<file path="src/rtl/rot_arb_pkg.sv">
// Shared constants and the rotate helper for the rotating arbiter.
package rot_arb_pkg;
    localparam int DATA_W = 8;
    localparam int AMT_W  = 3;
    localparam int ID_W   = 3;

    localparam logic ROT_R = 1'b0;
    localparam logic ROT_L = 1'b1;

    // Rotate right: y[k] = a[(k+s) mod DATA_W].
    function automatic logic [DATA_W-1:0] rotr(input logic [DATA_W-1:0] a,
                                               input logic [AMT_W-1:0]  s);
        logic [DATA_W-1:0] y;
        y = '0;
        for (int k = 0; k < DATA_W; k++) begin
            y[k] = a[(k + int'(s)) % DATA_W];
        end
        return y;
    endfunction
endpackage

</file>
<file path="src/rtl/rot_arb_rr_arb.sv">
// Round-robin grant: first requester above 'last' (with wrap) wins while enabled.
module rr_arb
    import rot_arb_pkg::*;
#(
    parameter int NREQ = 4
) (
    input  logic [NREQ-1:0] req,
    input  logic [ID_W-1:0] last,
    input  logic            en,
    output logic [NREQ-1:0] grant
);
    // Search upward from last+1, wrapping at NREQ; only the first hit is granted.
    always_comb begin
        int  idx;
        logic found;
        grant = '0;
        found = 1'b0;
        idx   = 0;
        if (en) begin
            for (int k = 1; k <= NREQ; k++) begin
                idx = (int'(last) + k) % NREQ;
                if (!found && req[idx]) begin
                    grant[idx] = 1'b1;
                    found      = 1'b1;
                end
            end
        end
    end
endmodule

</file>
<file path="src/rtl/rot_arb.sv">
// Round-robin arbiter feeding a single-slot rotate result register.
module rot_arb
    import rot_arb_pkg::*;
#(
    parameter int NREQ = 4,
    parameter int CNTW = 16
) (
    input  logic                   clk,
    input  logic                   rst_n,
    input  logic [NREQ-1:0]        req_valid,
    input  logic [DATA_W*NREQ-1:0] req_data,
    input  logic [AMT_W*NREQ-1:0]  req_amt,
    input  logic [NREQ-1:0]        req_dir,
    output logic [NREQ-1:0]        req_ready,
    output logic                   rsp_valid,
    output logic [DATA_W-1:0]      rsp_data,
    output logic [ID_W-1:0]        rsp_id,
    input  logic                   rsp_ready,
    output logic [CNTW-1:0]        op_cnt
);
    logic              slot_free;
    logic              arb_en;
    logic              xfer;
    logic [NREQ-1:0]   grant;
    logic [ID_W-1:0]   last;
    logic [ID_W-1:0]   gnt_id;
    logic [DATA_W-1:0] sel_data;
    logic [AMT_W-1:0]  sel_amt;
    logic              sel_dir;
    logic [AMT_W-1:0]  shift;
    logic [DATA_W-1:0] rot_data;

    // Slot frees when empty or when the held result leaves this cycle.
    assign slot_free = !rsp_valid || rsp_ready;
    // rst_n gating keeps req_ready low throughout reset.
    assign arb_en    = slot_free && rst_n;

    rr_arb #(.NREQ(NREQ)) u_arb (
        .req   (req_valid),
        .last  (last),
        .en    (arb_en),
        .grant (grant)
    );

    assign req_ready = grant;
    assign xfer      = |(grant & req_valid);

    // Encode the grant and steer the winner's operands into the rotator.
    always_comb begin
        gnt_id   = '0;
        sel_data = '0;
        sel_amt  = '0;
        sel_dir  = ROT_R;
        for (int i = 0; i < NREQ; i++) begin
            if (grant[i]) begin
                gnt_id   = ID_W'(i);
                sel_data = req_data[DATA_W*i +: DATA_W];
                sel_amt  = req_amt[AMT_W*i +: AMT_W];
                sel_dir  = req_dir[i];
            end
        end
    end

    // Left by s is right by (8-s) mod 8; 3-bit negate gives exactly that.
    assign shift    = (sel_dir == ROT_L) ? (AMT_W'(0) - sel_amt) : sel_amt;
    assign rot_data = rotr(sel_data, shift);

    // Result slot: load on transfer, clear on bare acceptance, else hold.
    always_ff @(posedge clk or negedge rst_n) begin
        if (!rst_n) begin
            rsp_valid <= 1'b0;
            rsp_data  <= '0;
            rsp_id    <= '0;
        end else if (xfer) begin
            rsp_valid <= 1'b1;
            rsp_data  <= rot_data;
            rsp_id    <= gnt_id;
        end else if (rsp_ready) begin
            rsp_valid <= 1'b0;
        end
    end

    // Round-robin pointer follows the last granted requester.
    always_ff @(posedge clk or negedge rst_n) begin
        if (!rst_n) begin
            last <= ID_W'(NREQ - 1);
        end else if (xfer) begin
            last <= gnt_id;
        end
    end

    // Count results accepted downstream; wraps naturally.
    always_ff @(posedge clk or negedge rst_n) begin
        if (!rst_n) begin
            op_cnt <= '0;
        end else if (rsp_valid && rsp_ready) begin
            op_cnt <= op_cnt + 1'b1;
        end
    end
endmodule
</file>
<file path="config.mk">
export PLATFORM = sky130hd
export DESIGN_NAME = rot_arb
export DESIGN_NICKNAME = d
export VERILOG_FILES = /design/src/rtl/rot_arb_pkg.sv /design/src/rtl/rot_arb_rr_arb.sv /design/src/rtl/rot_arb.sv
export SDC_FILE = /design/constraint.sdc
export NUM_CORES = 1
export LEC_CHECK = 0
export CORE_ASPECT_RATIO = 0.7
export CORE_MARGIN = 4
export CORE_UTILIZATION = 45
export CTS_CLUSTER_SIZE = 10
export DETAILED_ROUTE_END_ITERATION = 6
export GPL_ROUTABILITY_DRIVEN = 0
export PLACE_DENSITY = 0.78
export SKIP_LAST_GASP = 1
export SYNTH_ARGS = -nofsm -noshare
export SYNTH_HDL_FRONTEND = slang
export SYNTH_SLANG_ARGS = --single-unit
</file>
<file path="constraint.sdc">
create_clock -name clk -period 10.9 [get_ports clk]
set_input_delay 3.27 -clock clk [delete_from_list [all_inputs] [get_ports clk]]
set_output_delay 3.27 -clock clk [all_outputs]
set_load 0.02 [all_outputs]
</file>
==> reports/results.ini <==
[sta]
period_needed_ps=9792
totalNegativeSetupSlack_ps=0
hold_violations=0
max_slew.worst_pin.slew_ps=720.2
final_min_period_over_clock_period_pct=89.83
unrepaired_setup_endpoints_after_global_routing=false
fin_clk_skew_ps=9.310
setup_viol=0
max_clock_freq_ghz=0.1021
slew_headroom_pct=51.87
timing.final.max_slew_violations=0

[global_routing]
vias_in_the_first_global_route=2708
grt_use_total_pct=23.17
maximum_number_of_pins_on_one_net_before_global_route_repair=31
globalRoute.totalOverflow=0
antenna_found_initial=0
grt_pass1_wl_um=13610

[flow_run]
drv.max_cap_violation_count=0

[power]
ratio_of_total_power_to_cell_area_nw_per_um2=335.7
vdd.ir_drop.worst_mv=0.1359
cell_internal_pwr_mw=0.5977
power.share.combinational_pct=78.3
power_leakage_nw=1.438
p_switching_mw=0.6539
pwr-share-seq_pct=14.9
power_switching_share_pct=52.25
share_of_total_power_in_the_clock_network_pct=6.9

[placed_design]
port_buffers=85
dpl.hpwl_um=6525
dpl_cells=449

[synthesis]
synth_nets=368
synth_enable_flop_cells=0
synth.yosys.seq_area_share_pct=26.23
yosysUniqueCellTypes=72
ys_ff_latch=29
synth_async_sr_flop_share_pct=100.0
synth-main-ff-cell=dfrtp_1
synth_cells=303
ys_warn_count=0
syn-mean-instance-area_sq_um=9.163
synth_area_sq_um=2776

[critical_path]
crit_path_end_kind=output pin
worstRegToRegCells=16
worstReg2RegStart=last[0]$_DFFE_PN1P_
rr_endpoint=rsp_data[5]$_DFFE_PN0P_
crit_path_start_kind=primary input
crit_path_frequent_cell=clkdlybuf4s50_1
timing.setup.critical_path_class=primary input to output pin
cp_max_fo=12
crit_arrival_ps=6520
cpMaxStageDelayCell=mux4_2
data_required_time_at_the_worst_endpoint_ps=7630
crit_chain=clkdlybuf4s50_1 -> mux4_2 -> nor2b_1 -> a211oi_2 -> nand2_1 -> inv_2 -> clkdlybuf4s50_1
r2r_slack_ps=5610
slowest_cell_delay_on_critical_path_ps=670

[cts]
cts_hold_buffers=0
htreeDepth=2
root_buffer_cell=clkbuf_8
cts-resized-gates=0
clock-sinks=29
cts_inserted_buffers=5
clk_latency_ps=290
clock_path_buffers=2
cts.repair_timing.setup_buffer_count=0
tritoncts_clock_tree=done
clk_pin_slew_ps=60

[min_path]
min_path_cells=1
hold_class=flop to flop
worst_hold_startpoint=op_cnt[15]$_DFFE_PN0P_
min_delay_worst_endpoint=op_cnt[15]$_DFFE_PN0P_

[floorplanning]
placeableCoreArea_sq_um=5842
io-pin-count=87
floorplan.rows=23
floorplan.die_area_sq_um=7510
die_w_um=101.9
dieHeight_um=73.72
initial_utilization_pct=47.53

[route]
drt_first_pass_iters=4
post-route-drc-count=0
dr_total_vias=2779
drt-vias-per-instance=6.081
ant_nets=0
finalWirelength_um=8688
routed_wire_length_per_instance_um=19.01
initialDrtViolationCount=193

[layout]
final-instance-count-excl-fill=457
drive_above_1_share_pct=12.30
num-nets-final=446
n_antenna_cell=0
area.growth.synth_to_final_pct=34.29

[outcome]
result_of_the_run=finished clean

layer usage:
metal	vias to the layer above	global-route usage [%]	part of all wire (%)
li1	1286	-	-
met2	176	35.65	42
met1	1309	32.88	46
met3	8	5.787	12
met4	0	5.531	0.78
met5	-	0	0
power by group through the flow:
| stage | registers (mW) | logic, mW | clock network, mW |
|---|---|---|---|
| 2_1_floorplan | 0.208 | 0.709 | 0 |
| 3_3_place_gp | 0.185 | 0.935 | 0 |
| 3_5_place_dp | 0.187 | 0.960 | 0 |
| 4_1_cts | 0.186 | 0.969 | 0.0875 |
| 5_1_grt | 0.191 | 1.06 | 0.0932 |
| 6_report | 0.186 | 0.979 | 0.0858 |
through the flow:
step / hold WS [ps] / utilization (%) / setup slack, ps / cell area, sq um / power, mW
floorplan: 582.2 / - / 2727 / 2776 / 0.9179
detailed placement: 470.8 / 62.41 / 1145 / 3646 / 1.147
CTS: 473.9 / 63.83 / 1141 / 3729 / 1.242
finish: 470.0 / 63.83 / 1108 / 3729 / 1.252
global route: 494.8 / 63.83 / 931.9 / 3729 / 1.345
global placement: 459.6 / 62.41 / 1255 / 3646 / 1.120
final cells by class:
cell class	count	area, sq um
sequential	29	728.2
tap	75	93.84
multi-input combinational	250	1923
clock inverter	2	10.01
inverter	8	35.03
clock buffer	6	72.57
timing repair buffer	87	865.8
fill	494	2113
worst max path at each step:
stage                   end  cells after the start          from
5_1_grt        req_ready[3]                      7  req_valid[2]
2_1_floorplan  req_ready[2]                      7  req_valid[2]
3_3_place_gp   req_ready[3]                      7  req_valid[2]
6_report       req_ready[3]                      7  req_valid[2]
4_1_cts        req_ready[3]                      7  req_valid[2]
3_5_place_dp   req_ready[3]                      7  req_valid[2]
cell usage after synthesis (all sizes together), types with 3 or more instances:
cell type / number / area share [%]
nand3b: 5 / 1.4
nor2: 26 / 3.6
mux2i: 9 / 3.2
a211oi: 6 / 2.0
nand2: 28 / 3.8
a311oi: 3 / 1.2
and2: 7 / 1.6
mux4: 4 / 3.2
o41ai: 3 / 1.2
clkbuf: 6 / 0.81
or4b: 4 / 1.4
a21oi: 17 / 3.6
o22ai: 4 / 0.90
nand3: 15 / 2.7
inv: 7 / 0.95
or3b: 4 / 1.3
and3: 6 / 1.4
a31oi: 8 / 2.7
dfrtp: 27 / 24
xor2: 7 / 2.2
buf: 10 / 2.6
a221oi: 4 / 1.3
xnor2: 12 / 3.8
nor2b: 4 / 0.90
ha: 10 / 4.5
nand2b: 9 / 2.0
nor3b: 9 / 2.6
o21ai: 10 / 2.5
critical path: cells and delay by family:
| kind | cells | cell delay, ps |
|---|---|---|
| buffers and inverters | 3 | 1510 |
| AOI/OAI and AO/OA | 1 | 470 |
| and+or+nand+nor | 2 | 600 |
| muxes | 1 | 670 |
sequential cells by signal (all words and copies together), names as in the netlist:
register and count:
op_cnt 16, rsp_data 8, last 2, rsp_id 2, rsp_valid 1
layout by cell type, fill, tap and decap left out, types with 5 or more instances in the layout:
master           Yosys  layout
clkdlybuf4s50_1      0      85
nand2_1             28      28
dfrtp_1             27      27
nor2_1              25      25
nand3_1             15      15
a21oi_1             15      15
xnor2_1             12      12
ha_1                10      10
nand2b_1             9       9
mux2i_1              9       9
nor3b_1              8       8
and2_1               7       7
xor2_1               7       7
inv_1                6       6
and3_1               6       6
nand3b_1             5       5
clkbuf_8             0       5
logic make-up (layout without fill, tap and decap cells):
group,after synthesis,after routing,share of synthesized area (%)
AND/OR/NAND/NOR,125,125,25.96
other,1,1,0.1351
AO/OA/AOI/OAI,78,78,23.52
multiplexers,15,15,7.301
flip-flops,29,29,26.23
XOR/XNOR,21,21,7.661
adder cells (fa/ha/maj),10,10,4.507
buffers and inverters,24,103,4.687
Note: power is estimated with default switching activity, not from simulation.
